[config.mk]
export PLATFORM = sky130hd
export DESIGN_NAME = soc_gpio_ctrl
export DESIGN_NICKNAME = d
export VERILOG_FILES = /design/src/rtl/soc_gpio_ctrl.sv
export SDC_FILE = /design/constraint.sdc
export NUM_CORES = 1
export LEC_CHECK = 0
export CAP_MARGIN = 30
export CORE_MARGIN = 2
export CORE_UTILIZATION = 40
export DETAILED_ROUTE_END_ITERATION = 10
export PLACE_DENSITY = 0.71
export SLEW_MARGIN = 20
export SYNTH_ARGS = -nofsm -noshare
export SYNTH_HDL_FRONTEND = slang
export SYNTH_SLANG_ARGS = --single-unit
[constraint.sdc]
create_clock -name clk -period 1.6 [get_ports clk]
set_input_delay 0.24 -clock clk [delete_from_list [all_inputs] [get_ports clk]]
set_output_delay 0.24 -clock clk [all_outputs]
set_load 0.01 [all_outputs]
[src/rtl/soc_gpio_ctrl.sv]
// Memory-mapped GPIO controller: output register with set/clear aliases, input
// synchroniser, per-pin rising/falling edge status (W1C) and one level interrupt.
module soc_gpio_ctrl #(
    parameter logic [31:0] DOUT_RST_VALUE = 32'h0000_0000,
    parameter int unsigned SYNC_STAGES    = 2
) (
    input  logic        clk,
    input  logic        rst_n,
    input  logic        req,
    output logic        gnt,
    input  logic        we,
    input  logic [4:0]  addr,
    input  logic [31:0] wdata,
    output logic        rvalid,
    output logic [31:0] rdata,
    output logic [31:0] gpio_dout,
    input  logic [31:0] gpio_din,
    output logic        gpio_irq
);

    localparam logic [2:0] REG_ODR  = 3'd0;
    localparam logic [2:0] REG_IDR  = 3'd1;
    localparam logic [2:0] REG_RIER = 3'd2;
    localparam logic [2:0] REG_FIER = 3'd3;
    localparam logic [2:0] REG_RISR = 3'd4;
    localparam logic [2:0] REG_FISR = 3'd5;
    localparam logic [2:0] REG_OSET = 3'd6;
    localparam logic [2:0] REG_OCLR = 3'd7;

    logic [SYNC_STAGES-1:0][31:0] sync_r;
    logic [31:0] prev_r;
    logic [31:0] odr_r;
    logic [31:0] rier_r;
    logic [31:0] fier_r;
    logic [31:0] risr_r;
    logic [31:0] fisr_r;
    logic        rvalid_r;
    logic [31:0] rdata_r;
    logic        irq_r;

    logic        wr_s;
    logic [2:0]  sel_s;
    logic [31:0] s_last_s;
    logic [31:0] rise_s;
    logic [31:0] fall_s;
    logic [31:0] rclr_s;
    logic [31:0] fclr_s;
    logic [31:0] odr_nxt_s;
    logic [31:0] rier_nxt_s;
    logic [31:0] fier_nxt_s;
    logic [31:0] rd_mux_s;
    logic        irq_nxt_s;
    logic        addr_unused_s;

    // Byte-lane bits carry no meaning on a word-only register file.
    assign addr_unused_s = ^addr[1:0];

    assign gnt       = req;
    assign rvalid    = rvalid_r;
    assign rdata     = rdata_r;
    assign gpio_dout = odr_r;
    assign gpio_irq  = irq_r;

    assign wr_s     = req & we;
    assign sel_s    = addr[4:2];
    assign s_last_s = sync_r[SYNC_STAGES-1];
    assign rise_s   = s_last_s & ~prev_r;
    assign fall_s   = ~s_last_s & prev_r;

    // Address decode: read mux and next-state of every writable register.
    always_comb begin
        rd_mux_s   = 32'h0000_0000;
        odr_nxt_s  = odr_r;
        rier_nxt_s = rier_r;
        fier_nxt_s = fier_r;
        rclr_s     = 32'h0000_0000;
        fclr_s     = 32'h0000_0000;
        case (sel_s)
            REG_ODR: begin
                rd_mux_s = odr_r;
                if (wr_s) odr_nxt_s = wdata;
                else      odr_nxt_s = odr_r;
            end
            REG_IDR: begin
                rd_mux_s = s_last_s;
            end
            REG_RIER: begin
                rd_mux_s = rier_r;
                if (wr_s) rier_nxt_s = wdata;
                else      rier_nxt_s = rier_r;
            end
            REG_FIER: begin
                rd_mux_s = fier_r;
                if (wr_s) fier_nxt_s = wdata;
                else      fier_nxt_s = fier_r;
            end
            REG_RISR: begin
                rd_mux_s = risr_r;
                if (wr_s) rclr_s = wdata;
                else      rclr_s = 32'h0000_0000;
            end
            REG_FISR: begin
                rd_mux_s = fisr_r;
                if (wr_s) fclr_s = wdata;
                else      fclr_s = 32'h0000_0000;
            end
            REG_OSET: begin
                rd_mux_s = 32'h0000_0000;
                if (wr_s) odr_nxt_s = odr_r | wdata;
                else      odr_nxt_s = odr_r;
            end
            REG_OCLR: begin
                rd_mux_s = 32'h0000_0000;
                if (wr_s) odr_nxt_s = odr_r & ~wdata;
                else      odr_nxt_s = odr_r;
            end
            default: begin
                rd_mux_s = 32'h0000_0000;
            end
        endcase
    end

    // Interrupt request before its output register.
    always_comb begin
        irq_nxt_s = |((risr_r & rier_r) | (fisr_r & fier_r));
    end

    // Input synchroniser chain plus the one-cycle delay used for edge detection.
    always_ff @(posedge clk) begin
        if (!rst_n) begin
            sync_r <= '0;
            prev_r <= 32'h0000_0000;
        end else begin
            sync_r[0] <= gpio_din;
            for (int i = 1; i < SYNC_STAGES; i++) begin
                sync_r[i] <= sync_r[i-1];
            end
            prev_r <= s_last_s;
        end
    end

    // Control and status registers; a fresh edge beats a simultaneous W1C.
    always_ff @(posedge clk) begin
        if (!rst_n) begin
            odr_r  <= DOUT_RST_VALUE;
            rier_r <= 32'h0000_0000;
            fier_r <= 32'h0000_0000;
            risr_r <= 32'h0000_0000;
            fisr_r <= 32'h0000_0000;
        end else begin
            odr_r  <= odr_nxt_s;
            rier_r <= rier_nxt_s;
            fier_r <= fier_nxt_s;
            risr_r <= (risr_r & ~rclr_s) | rise_s;
            fisr_r <= (fisr_r & ~fclr_s) | fall_s;
        end
    end

    // Bus response and interrupt output registers.
    always_ff @(posedge clk) begin
        if (!rst_n) begin
            rvalid_r <= 1'b0;
            rdata_r  <= 32'h0000_0000;
            irq_r    <= 1'b0;
        end else begin
            rvalid_r <= req;
            rdata_r  <= req ? rd_mux_s : 32'h0000_0000;
            irq_r    <= irq_nxt_s;
        end
    end

endmodule

==> qor.yml, run 1 <==
status: "complete, no violations"
place_congestion: 0.8841
crit_path_frequent_cell: "buf_4"
maxCapViolCount: 0
clkPwrFrac: 0.468
layout.nets: 1494
maxSlewHeadroom: 0.7349
cts_max_level: 1
worst_hold_path_type: "input pin to register"
cp_top_family: "compound AO/OA/AOI/OAI gates"
clockBufferDepth: 3
worstHoldStart: "rst_n"
slew_violations: 0
min_period_ps: 1551
p_switching_mw: 3.676
critPathLaunchType: "register"
ant_nets: 0
rsz0062_at_grt: "no"
io_pins: 140
vias_per_cell: 5.372
cts_setup_buffers: 0
timing.rr.start: "fisr_r[10]$_SDFF_PN0_"
drt-pass1-iter-count: 5
syn_area_um2: 11340
synth_top_area_share: 0.5118
p_per_area_nw_per_um2: 1115
antenna_cells_inserted: 0
dp_slack_ps: -543.6
p_comb_frac: 0.072
slowest_delay_ps: 310
fp.coreArea_um2: 27860
avgSynthCellArea_um2: 9.155
hold_buffers: 0
wl_um: 34810
end_kind: "register"
drc: 0
antenna_found_initial: 0
globalRouteTotalUtil: 0.2293
max_freq_ghz: 0.6448
postSynthCellCount: 1239
grt_max_degree: 83
fp.dieArea_um2: 29720
synth.ff_latch_count: 290
fin_util: 0.5343
finalClockSkew_ps: 8.815
cts_root_buf: "clkbuf_16"
startpoint: "fisr_r[10]$_SDFF_PN0_"
crit_type: "register to register"
final_cell_mix: "dfxtp_1 (289), nand2_1 (195), nor2b_1 (160)"
yosys_warnings: 0
die_w_um: 172.4
cts_tree: "yes"
yosys-top-cells-area: "dfxtp_1 (51%), nor2b_1 (9.0%), nand2_1 (6.5%)"
area_growth_pct: 31.23
grt_overflow: 0
hold_viol: 0
num_rows: 61
cts.clk_slew.worst_paths_ps: 60
swShare: 0.2216
cts_made_buffers: 30
dr_total_vias: 9787
grt_pass1_vias: 9247
synth_top_area_cell: "dfxtp_1"
seqPwrFrac: 0.460
insertion_delay_ps: 560
ys_seq_area_frac: 0.5118
setup_ws_ps: 49.17
final_common_cell: "dfxtp_1"
leakagePower_nw: 5.769
worst_pin_slew_ps: 397.7
initial_utilization: 0.4072
post-route-period-util: 0.9693
dp_hpwl_um: 23990
required_ps: 2040
post_drt_wl_per_cell_um: 19.10
path_buf_inv: 2
power.internal_mw: 12.91
place_area_um2: 13750
portBuffers: 137
drt_iter0_markers: 927
cts_sinks: 290
filler_cell_count: 2475
cp.arrival_ps: 1990
grt_first_pass_wirelength_um: 52470
finalSetupViolations: 0
slowest_stage: "dfxtp_1"
worst-path-max-fanout: 2
stdcell_area_um2: 14890
vdd.ir_drop.worst_v: 0.0007492
drive_above_1_share: 0.1226
die_y_um: 172.4
syn_nets: 1312
worstPathCellList: "a22o_1 > a221oi_2 > buf_4 > nand4_1 > buf_4 > nor3_4 > a21boi_2"
ys_types: 29
==> power groups by stage <==
stage | Sequential [mW] | Clock [mW] | Combinational (mW)
2_1_floorplan | 7.73 | 0 | 0.550
3_3_place_gp | 7.78 | 0 | 1.17
3_5_place_dp | 7.78 | 0 | 1.19
4_1_cts | 7.62 | 7.87 | 1.17
5_1_grt | 7.65 | 8.16 | 1.29
6_report | 7.63 | 7.76 | 1.19
==> kinds of logic after synthesis <==
group / count (synthesis) / synth area share
simple gates: 504 / 0.2313
compound gates: 354 / 0.2152
flops: 290 / 0.5118
buf+inv: 90 / 0.04092
xor+xnor: 1 / 0.0007723
==> synthesized netlist by cell type <==
cell type,instances
a21boi_0,20
a21boi_1,45
a21oi_1,96
a21oi_2,1
a221oi_1,9
a22o_1,41
a22oi_1,78
a311oi_1,32
and2_1,96
and3b_1,2
buf_1,1
buf_2,20
buf_4,15
buf_6,6
clkbuf_1,47
dfxtp_1,290
inv_1,1
nand2_1,195
nand3_1,3
nand4_1,5
nor2_1,32
nor2b_1,164
nor3_1,2
nor3_2,1
nor3b_2,1
nor3b_4,2
o21ai_0,32
or3_4,1
xor2_1,1
==> flip-flops by register name, indices dropped and copies added (netlist names) <==
| register | flops |
|---|---|
| s_last_s | 32 |
| fier_r | 32 |
| gpio_irq | 1 |
| risr_r | 32 |
| rdata | 32 |
| fisr_r | 32 |
| sync_r | 32 |
| rvalid | 1 |
| rier_r | 32 |
| prev_r | 32 |
| gpio_dout | 32 |
==> routing by layer <==
metal	track usage	routed length, um	vias to the layer above
met4	0.07636	1155	0
met2	0.3788	15990	415
met5	0	0	-
met1	0.3061	14940	4664
met3	0.03571	2721	84
li1	-	-	4624
==> worst register-to-register path, cell delays in order, from the launching register on <==
cell	delay (ps)
dfxtp_1	310
a22o_1	250
a221oi_2	230
buf_4	170
nand4_1	80
buf_4	170
nor3_4	140
a21boi_2	90
==> final timing paths <==
path | to | slack (ps) | cells after the start
worst max-delay path | gpio_irq$_SDFF_PN0_ | 50 | 7
worst min-delay path | rier_r[1]$_SDFFE_PN0P_ | 200 | 3
worst max register to register | gpio_irq$_SDFF_PN0_ | 50 | 7
worst min register to register | s_last_s[28]$_SDFF_PN0_ | 430 | 1
==> through the flow <==
stage,hold WS [ps],power [mW],std cells,TNS [ps]
after floorplan,367.3,8.277,1239,0
after global placement,416.7,8.954,1765,-77710
after detailed placement,417.7,8.979,1765,-83680
after CTS,186.7,16.67,1820,0
after global routing,202.1,17.09,1822,0
final,203.2,16.59,1822,0
==> final cells by class <==
cell class | count | area, um2 | share of cell area
Sequential cell | 290 | 5807 | 0.3901
Inverter | 1 | 3.754 | 0.0002522
Multi-Input combinational cell | 859 | 5170 | 0.3473
Timing Repair Buffer | 239 | 2315 | 0.1555
Tap cell | 378 | 473.0 | 0.03177
Clock inverter | 17 | 265.3 | 0.01782
Clock buffer | 38 | 852.1 | 0.05724
==> repair_timing <==
item / in CTS / in global routing
cloned: 0 / 2
endpoints found under the setup margin: 68 / 65
pin swaps: 2 / 4
resized for setup: 73 / 16
No activity file was read; power rests on OpenSTA's default activity.
==> run 2, diff against run 1 <==
SLEW_MARGIN = 25   (was 20)
==> results of run 2 <==
Same layout as run 1: the final DEF is identical, and so are final timing and power.
